$ cat src/rtl/dmem_arb_pkg.sv
// Shared types and constants for the data-RAM arbiter between CPU and loader.
package dmem_arb_pkg;

  // Arbiter FSM: no loader request, loader waiting, loader read response.
  typedef enum logic [1:0] {
    IDLE = 2'd0,
    PEND = 2'd1,
    RESP = 2'd2
  } dmem_arb_state_e;

  localparam int         DMEM_ADDR_W = 14;
  localparam logic [3:0] STRB_NONE   = 4'b0000;

  // Wide enough for any MAX_WAIT in 1..255.
  localparam int         WAIT_W      = 8;

endpackage

$ cat src/rtl/dmem_arb_wait_cnt.sv
// Saturating loader wait counter: counts cycles a loader request has been
// held off by CPU traffic, stops at MAX_WAIT and flags it.
module dmem_arb_wait_cnt
  import dmem_arb_pkg::*;
#(
  parameter int MAX_WAIT = 8
) (
  input  logic i_clk,
  input  logic i_rst,
  input  logic i_clr,
  input  logic i_inc,
  output logic o_at_max
);

  localparam logic [WAIT_W-1:0] MAX_V = WAIT_W'(MAX_WAIT);

  logic [WAIT_W-1:0] r_cnt;
  logic              w_at_max;

  assign w_at_max = (r_cnt == MAX_V);
  assign o_at_max = w_at_max;

  // Clear wins over increment; increment stops at MAX_WAIT.
  always_ff @(posedge i_clk) begin
    if (i_rst || i_clr) begin
      r_cnt <= '0;
    end else if (i_inc && !w_at_max) begin
      r_cnt <= r_cnt + 1'b1;
    end
  end

endmodule

$ cat src/rtl/dmem_arbiter.sv
// Data-RAM arbiter: the CPU E/M stages own the RAM by default; the loader
// port is granted when the CPU is idle, or forcibly (stalling the CPU) once
// it has waited MAX_WAIT cycles. Loader reads return one cycle after grant
// on RAM port 1.
module dmem_arbiter
  import dmem_arb_pkg::*;
#(
  parameter int ADDR_W   = DMEM_ADDR_W,
  parameter int MAX_WAIT = 8
) (
  input  logic              CLK,
  input  logic              RST,
  // CPU side
  input  logic              cpu_re1,
  input  logic              cpu_re2,
  input  logic [ADDR_W-1:0] cpu_raddr1,
  input  logic [ADDR_W-1:0] cpu_raddr2,
  input  logic              cpu_we,
  input  logic [ADDR_W-1:0] cpu_waddr,
  input  logic [31:0]       cpu_wdata,
  input  logic [3:0]        cpu_wstrb,
  output logic              cpu_stall,
  // loader / debug side
  input  logic              ld_valid,
  output logic              ld_ready,
  input  logic              ld_write,
  input  logic [ADDR_W-1:0] ld_addr,
  input  logic [31:0]       ld_wdata,
  input  logic [3:0]        ld_wstrb,
  output logic              ld_rvalid,
  output logic [31:0]       ld_rdata,
  // RAM side
  output logic [ADDR_W-1:0] ram_raddr1,
  output logic [ADDR_W-1:0] ram_raddr2,
  input  logic [31:0]       ram_rdata1,
  output logic [ADDR_W-1:0] ram_waddr,
  output logic [31:0]       ram_wdata,
  output logic [3:0]        ram_wstrb
);

  dmem_arb_state_e r_state, w_state_nxt;
  logic            r_forced, w_forced_nxt;
  logic            w_busy;
  logic            w_grant;
  logic            w_cnt_clr;
  logic            w_cnt_inc;
  logic            w_at_max;

  assign w_busy = cpu_re1 | cpu_re2 | cpu_we;

  dmem_arb_wait_cnt #(
    .MAX_WAIT (MAX_WAIT)
  ) u_wait_cnt (
    .i_clk    (CLK),
    .i_rst    (RST),
    .i_clr    (w_cnt_clr),
    .i_inc    (w_cnt_inc),
    .o_at_max (w_at_max)
  );

  // Next-state, grant decision and wait-counter control.
  always_comb begin
    w_state_nxt  = r_state;
    w_forced_nxt = r_forced;
    w_grant      = 1'b0;
    w_cnt_clr    = 1'b0;
    w_cnt_inc    = 1'b0;
    case (r_state)
      IDLE: begin
        if (ld_valid) begin
          if (!w_busy) begin
            w_grant = 1'b1;
          end else begin
            // counter is 0 in IDLE, so this starts the wait at 1
            w_state_nxt = PEND;
            w_cnt_inc   = 1'b1;
          end
        end
      end
      PEND: begin
        if (!ld_valid) begin
          w_state_nxt = IDLE;
          w_cnt_clr   = 1'b1;
        end else if (!w_busy || w_at_max) begin
          w_grant = 1'b1;
        end else begin
          w_cnt_inc = 1'b1;
        end
      end
      RESP: begin
        // Never grant here: port 1 is carrying the previous response.
        // A follow-on request counts this cycle as its first wait cycle.
        w_state_nxt = ld_valid ? PEND : IDLE;
        w_cnt_inc   = ld_valid;
      end
      default: begin
        w_state_nxt = IDLE;
        w_cnt_clr   = 1'b1;
      end
    endcase
    if (w_grant) begin
      w_cnt_clr    = 1'b1;
      w_cnt_inc    = 1'b0;
      w_forced_nxt = w_busy;
      w_state_nxt  = ld_write ? IDLE : RESP;
    end
  end

  // FSM state and forced-grant flag for the RESP-cycle stall.
  always_ff @(posedge CLK) begin
    if (RST) begin
      r_state  <= IDLE;
      r_forced <= 1'b0;
    end else begin
      r_state  <= w_state_nxt;
      r_forced <= w_forced_nxt;
    end
  end

  // Output muxes: CPU drives the RAM unless the loader holds the grant;
  // everything handshake-related is quiet in reset.
  always_comb begin
    ld_ready   = 1'b0;
    ld_rvalid  = 1'b0;
    ld_rdata   = '0;
    cpu_stall  = 1'b0;
    ram_raddr1 = cpu_raddr1;
    ram_raddr2 = cpu_raddr2;
    ram_waddr  = cpu_waddr;
    ram_wdata  = cpu_wdata;
    ram_wstrb  = STRB_NONE;
    if (!RST) begin
      if (w_grant) begin
        ld_ready  = 1'b1;
        cpu_stall = w_busy;
        if (ld_write) begin
          ram_waddr = ld_addr;
          ram_wdata = ld_wdata;
          ram_wstrb = ld_wstrb;
        end else begin
          ram_raddr1 = ld_addr;
        end
      end else if (r_state == RESP) begin
        // Port-1 data belongs to the loader, so a busy CPU must hold;
        // a stalled store is simply not written.
        ld_rvalid = 1'b1;
        ld_rdata  = ram_rdata1;
        cpu_stall = r_forced | w_busy;
      end else if (cpu_we) begin
        ram_wstrb = cpu_wstrb;
      end
    end
  end

endmodule

$ cat config.mk
export PLATFORM = sky130hd
export DESIGN_NAME = dmem_arbiter
export DESIGN_NICKNAME = d
export VERILOG_FILES = /design/src/rtl/dmem_arb_pkg.sv /design/src/rtl/dmem_arb_wait_cnt.sv /design/src/rtl/dmem_arbiter.sv
export SDC_FILE = /design/constraint.sdc
export NUM_CORES = 1
export LEC_CHECK = 0
export CAP_MARGIN = 20
export CORE_MARGIN = 8
export CORE_UTILIZATION = 21
export DETAILED_ROUTE_END_ITERATION = 7
export PLACE_DENSITY_LB_ADDON = 0.25
export RECOVER_POWER = 100
export SLEW_MARGIN = 20
export SYNTH_ARGS = -nofsm -noshare
export SYNTH_HDL_FRONTEND = slang
export SYNTH_SLANG_ARGS = --single-unit
$ cat constraint.sdc
create_clock -name CLK -period 2 [get_ports CLK]
set_input_delay 0.2 -clock CLK [delete_from_list [all_inputs] [get_ports CLK]]
set_output_delay 0.2 -clock CLK [all_outputs]
set_load 0.05 [all_outputs]
==> metrics.csv, run 1 <==
metric,value,unit
outcome,"complete, but fails checks",
violations,setup timing,
ys_async_sr_fraction,0,
design_power_total,1.47,mW
finalCritPeriodShare,1.21,
drc,0,
grt.total_usage,0.189,
hold_slack,400,ps
firstDrtPassIters,4,
multiInputGateArea,1590,µm²
gp_congestion,0.849,
ant_nets,0,
dieHeight,108,µm
max-clock-path-buffers,2,
place_inst,564,
crit_path_end_kind,output pin,
syn-cell-area,1760,µm²
post_dp_cell_area,5020,µm²
crit_chain,inv_2 -> ha_4 -> nor4b_4 -> a31oi_4 -> and3b_2 -> buf_4 -> mux2_4 -> buf_4,
finalSetupViolations,65,
gr-usage-met1,0.202,
vias_per_cell,4.37,
p_switching,544,µW
totalWireLength,12200,µm
slowest_stage,dfxtp_2,
fmax,415,MHz
cts_made_buffers,3,
p_comb_frac,0.698,
cts_htree_levels,1,
core-area,8180,µm²
place_ws,-424,ps
synth_seq_cells,11,
crit_path_frequent_cell,buf_4,
cp.required,1800,ps
worstPathArrival,2210,ps
synth_edf_count,0,
stdcell_count,578,
min_period,2410,ps
die_area,11600,µm²
internal_power,930,µW
p_leak,2.29,nW
p_clk_frac,0.149,
insertedDiodeCount,0,
design_area,5390,µm²
wire_per_inst,21.1,µm
fin_nets,643,
cts-root-buf,clkbuf_8,
cts.sinks,11,
grt_pass1_wl,16800,µm
crit_type,flip-flop to output pin,
seqPwrFrac,0.154,
grt_overflow,0,
drv_cap,0,
hp-class,input port to output pin,
avgSynthCellArea,8.87,µm²
area_growth,205,%
grtUsageMet3,0.0425,
synth_ff_type,dfxtp_1,
clk-insertion-delay-late,230,ps
antenna_found_initial,0,
hold_buffers,0,
utilization,0.659,
powerDensity,274,nW/µm²
grtUsageMet2,0.374,
dp.final_hpwl,10400,µm
ys_seq_area_frac,0.125,
syn_inst,199,
num_rows,33,
vias,2528,
path_clk_slew,50,ps
nFillCells,641,
p_sw_frac,0.369,
io_pins,280,
drive_gt1_frac,0.474,
rsz0062_at_grt,true,
worstMarginPinSlew,477,ps
cts_tree,yes,
regArea,223,µm²
setup_ws,-412,ps
io_buffers,251,
initial_core_util,0.216,
max_stage_delay,320,ps
grt_pass1_vias,2616,
final_hold_viol_count,0,
start_kind,flip-flop,
die_x,108,µm
yosysWarnings,0,
grt_max_degree,35,
peakVddDrop,362,µV
fin_setup_tns,-21790,ps
syn_nets,368,
maxSlewViolCount,0,
drtIter0Drc,116,
yosysUniqueCellTypes,40,
final.setup_skew,3.84,ps
slew_headroom,0.682,
cp_max_fo,8,
top_usage_layer,met2,
## path summary, 6_finish.rpt
kind                                     from                                to  slack (ps)  cells past startpoint
max reg2reg  u_wait_cnt.r_cnt[0]$_SDFFE_PP0P_  u_wait_cnt.r_cnt[1]$_SDFFE_PP0P_         130                     10
min                             cpu_raddr2[4]                     ram_raddr2[4]         400                      0
min reg2reg             r_forced$_SDFFE_PP0N_             r_forced$_SDFFE_PP0N_         520                      2
max          u_wait_cnt.r_cnt[0]$_SDFFE_PP0P_                     ram_wdata[10]        -410                      8
## registers in the layout, indices dropped and copies added, names as in the netlist
signal	cells
r_forced	1
u_wait_cnt.r_cnt	8
r_state	2
## logic make-up after synthesis
logic type,Yosys count,synth area share
AOI/OAI and AO/OA,22,0.0879
xor gates and xnor gates,4,0.0199
buffers and inverters,29,0.111
DFF,11,0.125
muxes,60,0.383
and+or+nand+nor,71,0.259
adders and majority gates,2,0.0142
## worst max-delay path, delay by kind of cell, from the launching register on
kind | cells | cell delay (ps)
simple gates | 2 | 590
buf+inv | 3 | 480
compound gates | 1 | 150
fa+ha+maj | 1 | 110
flops | 1 | 320
mux | 1 | 320
## what timing repair did
item	CTS	global route
gates resized for setup	60	11
buffers inserted	8	3
pin swaps	2	1
endpoints found under the setup margin	65	66
## layout by cell type (no fill, tap or decap), types with 5 or more instances in the layout
master | Yosys | layout
buf_4 | 15 | 43
dfxtp_1 | 11 | 9
buf_12 | 0 | 48
clkdlybuf4s50_1 | 0 | 151
buf_6 | 4 | 46
nand3_1 | 5 | 5
nor2_1 | 8 | 7
mux2_4 | 0 | 44
mux2_2 | 58 | 16
a21oi_1 | 6 | 6
and2_1 | 33 | 32
## cell type report
type	count	area share
clock buffers	4	0.00836
inverters	4	0.00279
multi-input cells	159	0.296
flip-flops and latches	11	0.0413
well taps	105	0.0244
repair buffers	295	0.627
## cells in the mapped netlist, types with 4 or more instances
cell | n | area, µm²
a21oi_1 | 6 | 30.0
clkbuf_1 | 5 | 18.8
xnor2_1 | 4 | 35.0
dfxtp_1 | 11 | 220
and2_1 | 33 | 206
inv_1 | 4 | 15.0
buf_4 | 15 | 113
mux2_2 | 58 | 653
nor3_1 | 4 | 20.0
buf_6 | 4 | 45.0
nand3_1 | 5 | 25.0
a22o_1 | 4 | 35.0
nor2_1 | 8 | 30.0
## power by group through the flow
stage | Sequential [mW] | Combinational, mW | Clock (mW)
3_5_place_dp | 0.231 | 0.952 | 0
5_1_grt | 0.227 | 1.07 | 0.238
3_3_place_gp | 0.231 | 0.949 | 0
2_1_floorplan | 0.233 | 0.501 | 0
6_report | 0.227 | 1.03 | 0.219
4_1_cts | 0.226 | 1.02 | 0.228
## metal layers
metal  vias to the layer above  wire (µm)
met1                      1162       4420
met3                         8        889
met4                         0         70
met2                       113       6800
li1                       1245          -
met5                         -          0
Power figures use the tool's default switching activity.
==> run 2: changes to the inputs <==
ABC_AREA = 1   (was not set)
CORE_UTILIZATION = 22   (was 21)
==> metrics.csv, run 2 <==
metric,value,unit,change
synth_ff_type,dfxtp_1,,
synth_fa_ha_area_frac,0.0125,,-0.00171
hold_slack,400,ps,-0.0430 ps
violations,setup timing,,
final_common_cell,clkdlybuf4s50_1,,
start_kind,flip-flop,,
maxSlewViolCount,0,,unchanged
fin_setup_tns,-10510,ps,+11290 ps
cts-root-buf,clkbuf_8,,
grt_pass1_wl,19800,µm,+18%
dp.final_hpwl,11400,µm,+10%
grt_pass1_vias,3627,,+39%
final.setup_skew,1.76,ps,-2.09 ps
synth_top_family_by_area,simple AND/OR/NAND/NOR gates,,
synthMuxAreaShare,0,,-0.383
min_from,cpu_raddr2[8],,
grt_overflow,0,,unchanged
grt_max_degree,37,,+5.7%
crit_path_end_kind,output pin,,
cts_tree,yes,,
io_buffers,251,,unchanged
hold_buffers,0,,unchanged
vias,3499,,+38%
worstMarginPinSlew,647,ps,+170 ps
p_leak,2.32,nW,+1.1%
dieHeight,111,µm,+3.6%
place_inst,741,,+31%
synthSimpleGateAreaFrac,0.507,,+0.248
largest_reg_flops,8,,unchanged
num_rows,35,,+6.1%
setup_ws,-200,ps,+212 ps
crit_type,flip-flop to output pin,,
final_hold_viol_count,0,,unchanged
design_power_total,1.63,mW,+11%
ant_nets,0,,unchanged
stdcell_count,749,,+30%
powerDensity,301,nW/µm²,+10%
drc,0,,unchanged
antenna_found_initial,0,,unchanged
vias_per_cell,4.67,,+6.8%
initial_core_util,0.222,,+0.00654
ys_seq_area_frac,0.110,,-0.0150
avgSynthCellArea,5.09,µm²,-43%
design_area,5430,µm²,+0.70%
yosysUniqueCellTypes,28,,-30%
io_pins,280,,unchanged
syn-cell-area,2010,µm²,+14%
startpoint,u_wait_cnt.r_cnt[0]$_SDFFE_PP0P_,,
drtIter0Drc,165,,+42%
slew_headroom,0.567,,-0.115
outcome,"complete, but fails checks",,
hp-class,input port to output pin,,
finalCritPeriodShare,1.10,,-0.106
rsz0062_at_grt,true,,
post_dp_cell_area,5660,µm²,+13%
insertedDiodeCount,0,,unchanged
ys_async_sr_fraction,0,,unchanged
fmax,454,MHz,+9.6%
gp_congestion,0.885,,+4.3%
reg2reg_from,u_wait_cnt.r_cnt[0]$_SDFFE_PP0P_,,
layout_common_cells,"clkdlybuf4s50_1, nand2_1, buf_12",,
synth_most_common_cell,nand2_1,,
peakVddDrop,190,µV,-48%
drive_gt1_frac,0.295,,-0.179
firstDrtPassIters,4,,unchanged
synth_compound_area_frac,0.195,,+0.107
totalWireLength,13200,µm,+8.3%
utilization,0.601,,-0.0576
synth_edf_count,0,,unchanged
syn_inst,394,,+98%
cts.sinks,11,,unchanged
place_ws,-55.0,ps,+369 ps
reg_top3,"u_wait_cnt.r_cnt x8, r_state x2, r_forced x1",,
path_clk_slew,50,ps,about the same
syn_nets,563,,+53%
synth_seq_cells,11,,unchanged
max-clock-path-buffers,2,,unchanged
cp_max_fo,24,,+16
finalSetupViolations,65,,unchanged
fin_nets,808,,+26%
netlist.area_leader.share,0.326,,-0.0446
cts_made_buffers,3,,unchanged
ys_top_cells_by_count,"nand2_1, o21ai_0, nor2_1, clkbuf_1",,
cp.required,1800,ps,about the same
regMostFlops,u_wait_cnt.r_cnt,,
die_area,12400,µm²,+7.2%
min_period,2200,ps,-212 ps
area_growth,170,%,
worstPathArrival,2000,ps,-210 ps
grt.total_usage,0.197,,+0.00778
synth_xor_area_frac,0.0218,,+0.00198
synthTopCellsByArea,"nand2_1, o21ai_0, dfxtp_1, nor2_1, buf_4",,
synth.largest_area_cell,nand2_1,,
cts_htree_levels,1,,unchanged
core-area,9020,µm²,+10%
clk-insertion-delay-late,250,ps,+20 ps
die_x,111,µm,+3.6%
yosysWarnings,0,,unchanged
wire_per_inst,17.6,µm,-16%
drv_cap,0,,unchanged
==> run 2: layer usage <==
metal	global-route usage	wire length (µm)	up-vias
met5	0	0	-
met4	0.0640	363	0
met3	0.0726	1290	31
met2	0.379	7060	190
met1	0.187	4470	1553
li1	-	-	1725
==> run 2: cell type report <==
cell class / instances / area [µm²]
clock buffer: 4 / 45.0
inverter: 17 / 63.8
sequential: 11 / 223
timing repair buffer: 279 / 3320
multi-input combinational: 327 / 1630
fill: 799 / 3600
tap: 111 / 139
==> run 2: cells by family (layout without fill, tap and decap cells) <==
family                   after synthesis  after routing
AO/OA/AOI/OAI                         77             77
XOR/XNOR                               5              5
buffers and inverters                 56            300
AND/OR/NAND/NOR                      243            243
adder cells (fa/ha/maj)                2              2
flip-flops                            11             11
==> run 2: critical path, stage by stage, from the launching register on <==
cell	delay [ps]
dfxtp_2	320
inv_2	70
ha_4	140
nand2_2	50
nor2_2	110
nand3_2	110
nand2_4	90
nand3_4	150
buf_6	220
o21ai_0	190
nand2_1	120
buf_12	170
==> run 2: repair_timing <==
action / 4_1_cts / 5_1_grt
gates resized for setup: 56 / 15
pin swaps: 2 / 2
buffers inserted: 2 / 3
endpoints found under the setup margin: 66 / 66
==> run 2: final timing paths <==
check                                                        end  slack, ps  cells after the start
worst min register to register  u_wait_cnt.r_cnt[5]$_SDFFE_PP0P_        500                      2
worst min-delay path                               ram_raddr2[8]        400                      0
worst max-delay path                               ram_waddr[10]       -200                     11
worst max register to register  u_wait_cnt.r_cnt[1]$_SDFFE_PP0P_        200                     12
==> run 2: power by group <==
part           switching (mW)  internal (mW)
combinational           0.548          0.622
clock                  0.0944          0.141
sequential            0.00314          0.225
total                   0.645          0.988
